===== src/rtl/codec_pkg.sv =====
// rtl/codec_pkg.sv - shared line-decoding modes and timing-recovery state encoding
package codec_pkg;

  localparam int MODE_NRZ  = 0;
  localparam int MODE_DIFF = 1;
  localparam int MODE_GRAY = 2;

  typedef enum logic [1:0] {
    ST_HUNT   = 2'd0,
    ST_ACQ    = 2'd1,
    ST_LOCKED = 2'd2
  } rec_state_t;

endpackage


===== src/rtl/sym_timing_rec.sv =====
// rtl/sym_timing_rec.sv - transition-tracking symbol timing recovery with lock/loss detection
module sym_timing_rec
  import codec_pkg::*;
#(
  parameter int OSR    = 50,
  parameter int TOL    = 6,
  parameter int ACQ_N  = 2,
  parameter int LOSS_N = 4
) (
  input  logic                       sysclk,
  input  logic                       reset,
  input  logic                       trans,
  output logic [$clog2(OSR+1)-1:0]   phase,
  output logic                       locked,
  output logic                       sample_stb
);

  localparam int PW = $clog2(OSR + 1);
  localparam logic [PW-1:0] HALF = PW'(OSR / 2);
  localparam logic [PW-1:0] LAST = PW'(OSR - 1);
  localparam logic [PW-1:0] OSRP = PW'(OSR);
  localparam logic [PW-1:0] TOLP = PW'(TOL);
  localparam logic [7:0]    ACQ8 = 8'(ACQ_N);
  localparam logic [7:0]    LOS8 = 8'(LOSS_N);

  rec_state_t      state_q, state_d;
  logic [PW-1:0]   phase_d;
  logic [PW-1:0]   abs_err;
  logic            on_time;
  logic [7:0]      good_q, good_d, bad_q, bad_d;

  // Counts past the half symbol are early arrivals of the next symbol.
  assign abs_err    = (phase < HALF) ? phase : OSRP - phase;
  assign on_time    = (abs_err <= TOLP);
  assign sample_stb = (phase == PW'(OSR / 2 + 1));

  always_comb begin
    state_d = state_q;
    phase_d = (phase == LAST) ? '0 : phase + PW'(1);
    good_d  = good_q;
    bad_d   = bad_q;
    case (state_q)
      ST_HUNT: begin
        if (trans) begin
          phase_d = '0;
          good_d  = 8'd1;
          bad_d   = 8'd0;
          state_d = ST_ACQ;
        end
      end
      ST_ACQ: begin
        if (trans) begin
          phase_d = '0;
          if (on_time) begin
            good_d = good_q + 8'd1;
            if (good_q + 8'd1 >= ACQ8) begin
              state_d = ST_LOCKED;
              bad_d   = 8'd0;
            end
          end else begin
            good_d = 8'd1;
          end
        end
      end
      ST_LOCKED: begin
        // Off-time edges are distrusted: count them but keep the old alignment.
        if (trans) begin
          if (on_time) begin
            phase_d = '0;
            bad_d   = 8'd0;
          end else begin
            bad_d = bad_q + 8'd1;
            if (bad_q + 8'd1 >= LOS8) begin
              state_d = ST_HUNT;
              good_d  = 8'd0;
              bad_d   = 8'd0;
            end
          end
        end
      end
      default: state_d = ST_HUNT;
    endcase
  end

  always_ff @(posedge sysclk or posedge reset) begin
    if (reset) begin
      state_q <= ST_HUNT;
      phase   <= '0;
      good_q  <= 8'd0;
      bad_q   <= 8'd0;
      locked  <= 1'b0;
    end else begin
      state_q <= state_d;
      phase   <= phase_d;
      good_q  <= good_d;
      bad_q   <= bad_d;
      locked  <= (state_d == ST_LOCKED);
    end
  end

endmodule


===== src/rtl/sym_decoder_os.sv =====
// rtl/sym_decoder_os.sv - oversampling symbol decoder: input regs, mid-symbol vote, line decode
module sym_decoder_os
  import codec_pkg::*;
#(
  parameter int SYM_W  = 2,
  parameter int OSR    = 50,
  parameter int TOL    = 6,
  parameter int ACQ_N  = 2,
  parameter int LOSS_N = 4,
  parameter int MODE   = 0
) (
  input  logic             sysclk,
  input  logic             reset,
  input  logic [SYM_W-1:0] in,
  output logic [SYM_W-1:0] out,
  output logic             en,
  output logic             locked,
  output logic             err
);

  localparam int PW = $clog2(OSR + 1);

  logic [SYM_W-1:0] in_q, in_d, s0, s1;
  logic [SYM_W-1:0] vote, gray_bin, dec, prev;
  logic [PW-1:0]    phase;
  logic             sample_stb, vote_err, acc;

  sym_timing_rec #(
    .OSR   (OSR),
    .TOL   (TOL),
    .ACQ_N (ACQ_N),
    .LOSS_N(LOSS_N)
  ) u_rec (
    .sysclk    (sysclk),
    .reset     (reset),
    .trans     (in_q != in_d),
    .phase     (phase),
    .locked    (locked),
    .sample_stb(sample_stb)
  );

  always_ff @(posedge sysclk or posedge reset) begin
    if (reset) begin
      in_q <= '0;
      in_d <= '0;
      s0   <= '0;
      s1   <= '0;
    end else begin
      in_q <= in;
      in_d <= in_q;
      if (phase == PW'(OSR / 2 - 1)) s0 <= in_q;
      if (phase == PW'(OSR / 2))     s1 <= in_q;
    end
  end

  // Third vote sample is in_q itself on the strobe cycle.
  assign vote     = (s0 & s1) | (s0 & in_q) | (s1 & in_q);
  assign vote_err = |((s0 ^ s1) | (s0 ^ in_q));

  always_comb begin
    acc      = 1'b0;
    gray_bin = '0;
    for (int i = SYM_W - 1; i >= 0; i--) begin
      acc         = acc ^ vote[i];
      gray_bin[i] = acc;
    end
  end

  always_comb begin
    dec = vote;
    if (MODE == MODE_DIFF)      dec = vote - prev;
    else if (MODE == MODE_GRAY) dec = gray_bin;
  end

  // Emission is gated by lock as seen at the output edge, so loss mid-symbol drops it.
  always_ff @(posedge sysclk or posedge reset) begin
    if (reset) begin
      out  <= '0;
      en   <= 1'b0;
      err  <= 1'b0;
      prev <= '0;
    end else begin
      en <= 1'b0;
      if (sample_stb && locked) begin
        en   <= 1'b1;
        out  <= dec;
        err  <= vote_err;
        prev <= vote;
      end
    end
  end

endmodule


===== config.mk =====
export PLATFORM = sky130hd
export DESIGN_NAME = sym_decoder_os
export DESIGN_NICKNAME = d
export VERILOG_FILES = /design/src/rtl/codec_pkg.sv /design/src/rtl/sym_timing_rec.sv /design/src/rtl/sym_decoder_os.sv
export SDC_FILE = /design/constraint.sdc
export NUM_CORES = 1
export LEC_CHECK = 0
export BUFFER_PORTS_ARGS = -buffer_cell sky130_fd_sc_hd__buf_4
export CORE_ASPECT_RATIO = 1.75
export CORE_MARGIN = 2
export CORE_UTILIZATION = 60
export DETAILED_ROUTE_END_ITERATION = 10
export PLACE_DENSITY = 0.77
export SYNTH_ARGS = -nofsm -noshare
export SYNTH_HDL_FRONTEND = slang
export SYNTH_SLANG_ARGS = --single-unit

===== constraint.sdc =====
create_clock -name sysclk -period 2.9 [get_ports sysclk]
set_input_delay 0.435 -clock sysclk [delete_from_list [all_inputs] [get_ports sysclk]]
set_output_delay 0.435 -clock sysclk [all_outputs]
set_load 0.1 [all_outputs]

==> impl_metrics.yaml, run 1 <==
clock_tree:
  h-tree-depth: 2
  cts-root-buf: "clkbuf_8"
  cts_buffer_depth: 2
  clk_latency_ns: 0.29
  numClockSinks: 37
  postCtsSetupBuffers: 0
  numCtsBuffers: 5
  cts_tree: "yes"
  cts_hold_buf: 0
  cts_resized: 0
  path_clk_slew_ns: 0.08
sta:
  setup_viol: 0
  drv_slew: 0
  fin_skew_ns: 0.00662
  tns_ns: 0
  whs_ns: 0.249
  finalHoldViolCount: 0
  worst_pin_slew_ns: 0.507
  min_period_ns: 2.67
  fin_crit_sh_pct: 92.2
  setup_ws_ns: 0.226
  max_freq_ghz: 0.374
  rsz0062_at_grt: "false"
  relSlewSlack_pct: 65.8
worst_hold_path:
  hp-class: "input pin to asynchronous set/reset pin"
final_layout:
  n_antenna_cell: 0
  reg_top3: "u_rec.bad_q x8, u_rec.good_q x8, u_rec.phase x6"
  post-route-util_pct: 67.0
  nets: 229
  drive_gt1_share_pct: 14.8
  synthToLayoutAreaGrowth_pct: 8.53
global_route:
  grt_use_total_pct: 22.9
  grt_pass1_wl_um: 6400
  antenna_found_initial: 0
  grt_max_degree: 38
  grt_pass1_vias: 1503
  grt_overflow: 0
route:
  via_per_inst: 6.00
  vias: 1524
  detail_route.wl_per_cell_um: 15.2
  drt_iter0_drc: 61
  antenna_left: 0
  wl_um: 3870
  drtPass1Iterations: 4
  drcViolationCount: 0
die:
  die-area_sq_mm: 0.00392
  io_pins: 9
  start_util_pct: 61.7
  core-area_sq_mm: 0.00333
  rows: 28
  fp.dieH_um: 81.4
  die_width_um: 48.2
worst_setup_path:
  worst_setup_path_end_kind: "flop"
  worstPathMaxFanout: 9
  cp-start-kind: "flop"
  crit_type: "flop to flop"
  crit_required_ns: 3.14
  cp.arrival_ns: 2.91
synth:
  synth-main-ff-cell: "dfrtp_1"
  netlist_instances: 197
  synth-edff-count: 0
  yosysUniqueCellTypes: 48
  syn_area_sq_mm: 0.00205
  synth_fp_nets: 218
  yosys_warnings: 0
  synth_async_sr_flop_share_pct: 100
  seq_area_frac_synth_pct: 45.1
  ys_ff_latch: 37
  synth.avg_cell_area_sq_um: 10.4
placed_design:
  portBuffers: 8
  hpwl_um: 2820
  finalWeightedCongestion: 0.837
  post-place-ws_ns: 0.199
pwr:
  leakagePower_nw: 1.09
  ir_drop_mv: 0.416
  power.density_mw_per_mm2: 660
outcome:
  status: "finished, final reports clean"
job:
  drv_cap: 0
==> per-layer routing <==
| metal | track usage (%) | vias to the layer above | routed length (um) |
|---|---|---|---|
| met1 | 24.0 | 765 | 1420 |
| li1 | - | 718 | - |
| met2 | 39.9 | 29 | 2250 |
| met3 | 4.67 | 12 | 112 |
| met5 | 0 | - | 0 |
| met4 | 11.6 | 0 | 93 |
==> cell usage in the layout, fill, tap and decap left out, drive strengths merged, types with 2 or more instances in the layout <==
cell type  netlist  layout
o22ai            2       2
o2bb2ai          3       3
o21ai            3       3
mux2             6       6
xnor2            4       4
nor3             5       5
and2            11      11
nor4             2       2
a21o             6       6
nor3b            3       3
dfrtp           37      37
a31oi            3       3
clkbuf           1       5
and3             3       3
buf              4       9
nand3            9       9
nand4            3       3
clkinv           0       3
a211o            2       2
ha              17      17
inv              7       7
nand2b           4       4
nand2           14      14
a21oi            8       8
nor2            15      15
a211oi           2       2
or2              2       2
xor2             5       5
==> cells by family after synthesis <==
family	Yosys count	synth area share, %
adder cells (fa/ha/maj)	17	10.4
flip-flops	37	45.1
multiplexers	6	3.29
XOR/XNOR	9	3.84
AND/OR/NAND/NOR	80	21.9
buffers and inverters	12	3.29
AO/OA/AOI/OAI	36	12.2
==> cell type report <==
class	instances	area [sq um]
clock inverters	3	22.5
flip-flops and latches	37	927
well taps	45	56.3
inverters	7	26.3
multi-input cells	148	1060
repair buffers	9	67.6
clock buffers	5	68.8
fillers	268	1100
==> synth_stat cells, drive strengths merged (2+ instances only) <==
cell type  count  area [sq um]
and3           3          25.0
nand2b         4          25.0
a211o          2          17.5
xnor2          4          35.0
nor3           5          25.0
buf            4          37.5
inv            7          26.3
ha            17           213
dfrtp         37           926
nand3          9          45.0
and2          11          68.8
a21o           6          46.3
nor4           2          12.5
mux2           6          67.6
a211oi         2          15.0
nor3b          3          22.5
nor2          15          56.3
a31oi          3          18.8
a21oi          8          40.0
or2            2          12.5
xor2           5          43.8
o22ai          2          12.5
nand4          3          18.8
o21ai          3          15.0
o2bb2ai        3          26.3
nand2         14          52.6
==> power by group <==
group	leakage (nW)	switching, W	total, W	internal, W
combinational	0.546	0.000301	0.000492	0.000192
clock	0.0481	0.000194	0.000364	0.000170
sequential	0.499	0.0000549	0.000615	0.000560
total	1.09	0.000550	0.00147	0.000921
==> critical path, stage by stage (launching register included) <==
cell	delay, ns
dfrtp_2	0.43
inv_1	0.09
ha_1	0.33
nor2b_1	0.15
o21ai_1	0.07
a2111o_1	0.43
and3_4	0.20
or4_4	0.59
nor3b_1	0.22
a211o_1	0.12
==> stage by stage <==
stage	total power, W	area, sq um	std cells
floorplan	0.00101	2050	197
detailed placement	0.00111	2140	246
CTS	0.00148	2230	254
finish	0.00147	2230	254
global placement	0.00108	2140	246
global route	0.00158	2230	254
==> worst paths after layout <==
path,start,slack (ns),depth (start not counted),endpoint
worst min register to register,in_q[1],0.51,0,in_d[1]
worst max-delay path,u_rec.phase[0],0.23,9,u_rec.good_q[5]
min in group sysclk,in[0],0.25,1,in_q[0]
max in group asynchronous,reset,2.31,3,u_rec.phase[0]
worst max register to register,u_rec.phase[0],0.23,9,u_rec.good_q[5]
worst min-delay path,reset,0.25,3,u_rec.phase[1]
Power figures use the tool's default switching activity.
==> inputs of run 2 (changes only) <==
CELL_PAD_IN_SITES_DETAIL_PLACEMENT = 1   (was unset)
CELL_PAD_IN_SITES_GLOBAL_PLACEMENT = 1   (was unset)
CORE_UTILIZATION = 48   (was 60)
==> run 2 against run 1 <==
Final cell count increased by 1.6%; worst hold slack worse by 0.018 ns; total power up 8.6%; combinational power increased by 5.9%; cell area grew 1.8%; clock power increased by 26%; sequential power is essentially flat; via count decreased by 2.4%; clock skew increased by 0.0010 ns; core utilization down 12 points; critical path type unchanged; largest cell class unchanged.
==> impl_metrics.yaml, run 2 (same netlist as run 1, synthesis figures left out) <==
outcome:
  status: "finished, final reports clean"
global_route:
  grt_overflow: 0
  grt_max_degree: 38
  grt_pass1_wl_um: 7780
  antenna_found_initial: 0
  grt_use_total_pct: 22.7
  grt_pass1_vias: 1638
worst_hold_path:
  hp-class: "input pin to flop"
clock_tree:
  cts_tree: "yes"
  cts-root-buf: "clkbuf_8"
  numCtsBuffers: 5
  path_clk_slew_ns: 0.08
  clk_latency_ns: 0.30
  numClockSinks: 37
  h-tree-depth: 2
  cts_buffer_depth: 2
  postCtsSetupBuffers: 0
final_layout:
  synthToLayoutAreaGrowth_pct: 10.5
  final_common_cell: "dfrtp_1"
  reg_top3: "u_rec.bad_q x8, u_rec.good_q x8, u_rec.phase x6"
  nets: 229
  register_area_sq_um: 928
  drive_gt1_share_pct: 16.3
  nFillCells: 475
  post-route-util_pct: 55.2
  design_area_sq_mm: 0.00227
  n_antenna_cell: 0
  layout.cells.most_common_list: "dfrtp_1 (35), ha_1 (17), nor2_1 (15), nand2_1 (14), and2_1 (11)"
  multi_input_area_sq_mm: 0.00107
route:
  drt_iter0_drc: 10
  drcViolationCount: 0
  vias: 1487
  highest_layer: "met4"
  drtPass1Iterations: 4
  via_per_inst: 5.76
  drt-met1-wl_um: 1710
  wl_um: 4540
  antenna_left: 0
  wl_met2_um: 2600
  detail_route.wl_per_cell_um: 17.6
  route.met3.wl_um: 105
placed_design:
  portBuffers: 8
  finalWeightedCongestion: 0.746
  hpwl_um: 3360
  dpl_cell_area_sq_mm: 0.00214
die:
  rows: 31
  start_util_pct: 49.9
  io_pins: 9
  core-area_sq_mm: 0.00411
  die-area_sq_mm: 0.00484
  fp.dieH_um: 90.5
  die_width_um: 53.4
pwr:
  pwr-share-clk_pct: 28.7
  total_power_w: 0.00160
  seqPwrFrac_pct: 38.7
  leakagePower_nw: 1.10
  power.switching_w: 0.000587
  pwr-share-comb_pct: 32.6
  power.density_mw_per_mm2: 704
  p_int_w: 0.00101
  ir_drop_mv: 0.404
  p_sw_share_pct: 36.7
sta:
  worst_pin_slew_ns: 0.474
  setup_viol: 0
  min_period_ns: 2.70
  drv_slew: 0
  fin_crit_sh_pct: 93.0
  tns_ns: 0
  rsz0062_at_grt: "false"
  relSlewSlack_pct: 68.0
  fin_skew_ns: 0.00762
  finalHoldViolCount: 0
  max_freq_ghz: 0.371
job:
  drv_cap: 0
worst_setup_path:
  worstPathMaxFanout: 9
  crit_type: "flop to flop"
  cp.arrival_ns: 2.94
  cp-start-kind: "flop"
  worst_setup_path_end_kind: "flop"
  crit_required_ns: 3.14
-- run 2: power groups by stage --
stage / logic, W / clock network, W / registers (W)
3_5_place_dp: 0.000510 / 0 / 0.000625
2_1_floorplan: 0.000375 / 0 / 0.000633
3_3_place_gp: 0.000477 / 0 / 0.000617
4_1_cts: 0.000520 / 0.000469 / 0.000615
6_report: 0.000521 / 0.000459 / 0.000618
5_1_grt: 0.000572 / 0.000488 / 0.000628
-- run 2: layout make-up --
class / count / share of cell area, %
tap: 49 / 2.70
timing repair buffer: 9 / 2.98
inverter: 7 / 1.16
clock buffer: 5 / 3.03
multi-input combinational: 148 / 47.2
clock inverter: 3 / 2.04
sequential: 37 / 40.9
-- run 2: timing repair --
action	in CTS	in global routing
gates resized for setup	0	4
endpoints found under the setup margin	0	2
hold buffers	0	0
-- run 2: stage by stage --
stage	setup slack [ns]	std cells	hold WS, ns
3_3_place_gp	0.307	250	0.469
4_1_cts	0.109	258	0.222
5_1_grt	0.0288	258	0.215
2_1_floorplan	0.326	197	0.448
3_5_place_dp	0.141	250	0.500
6_report	0.202	258	0.231
-- run 2: critical path: stages, from the launching register on --
cell,delay [ns]
dfrtp_2,0.42
inv_1,0.10
ha_1,0.35
nor2b_1,0.16
o21ai_1,0.07
a2111o_1,0.43
and3_4,0.20
or4_4,0.59
nor3b_2,0.20
a211o_1,0.11
-- run 2: routing by layer --
metal	GRT usage [%]	vias to the layer above
met5	0	-
met4	11.1	0
met3	6.13	10
met2	39.3	22
met1	23.9	739
li1	-	716
-- run 2: worst paths after layout --
kind                                     start               to  slack (ns)  cells past startpoint
worst max-delay path            u_rec.phase[0]  u_rec.good_q[5]        0.20                      9
worst min-delay path                     in[1]          in_q[1]        0.23                      1
worst max register to register  u_rec.phase[0]  u_rec.good_q[5]        0.20                      9
worst min register to register         in_q[0]          in_d[0]        0.51                      0
max in group asynchronous                reset   u_rec.phase[0]        2.29                      3
min in group asynchronous                reset          in_q[0]        0.26                      3
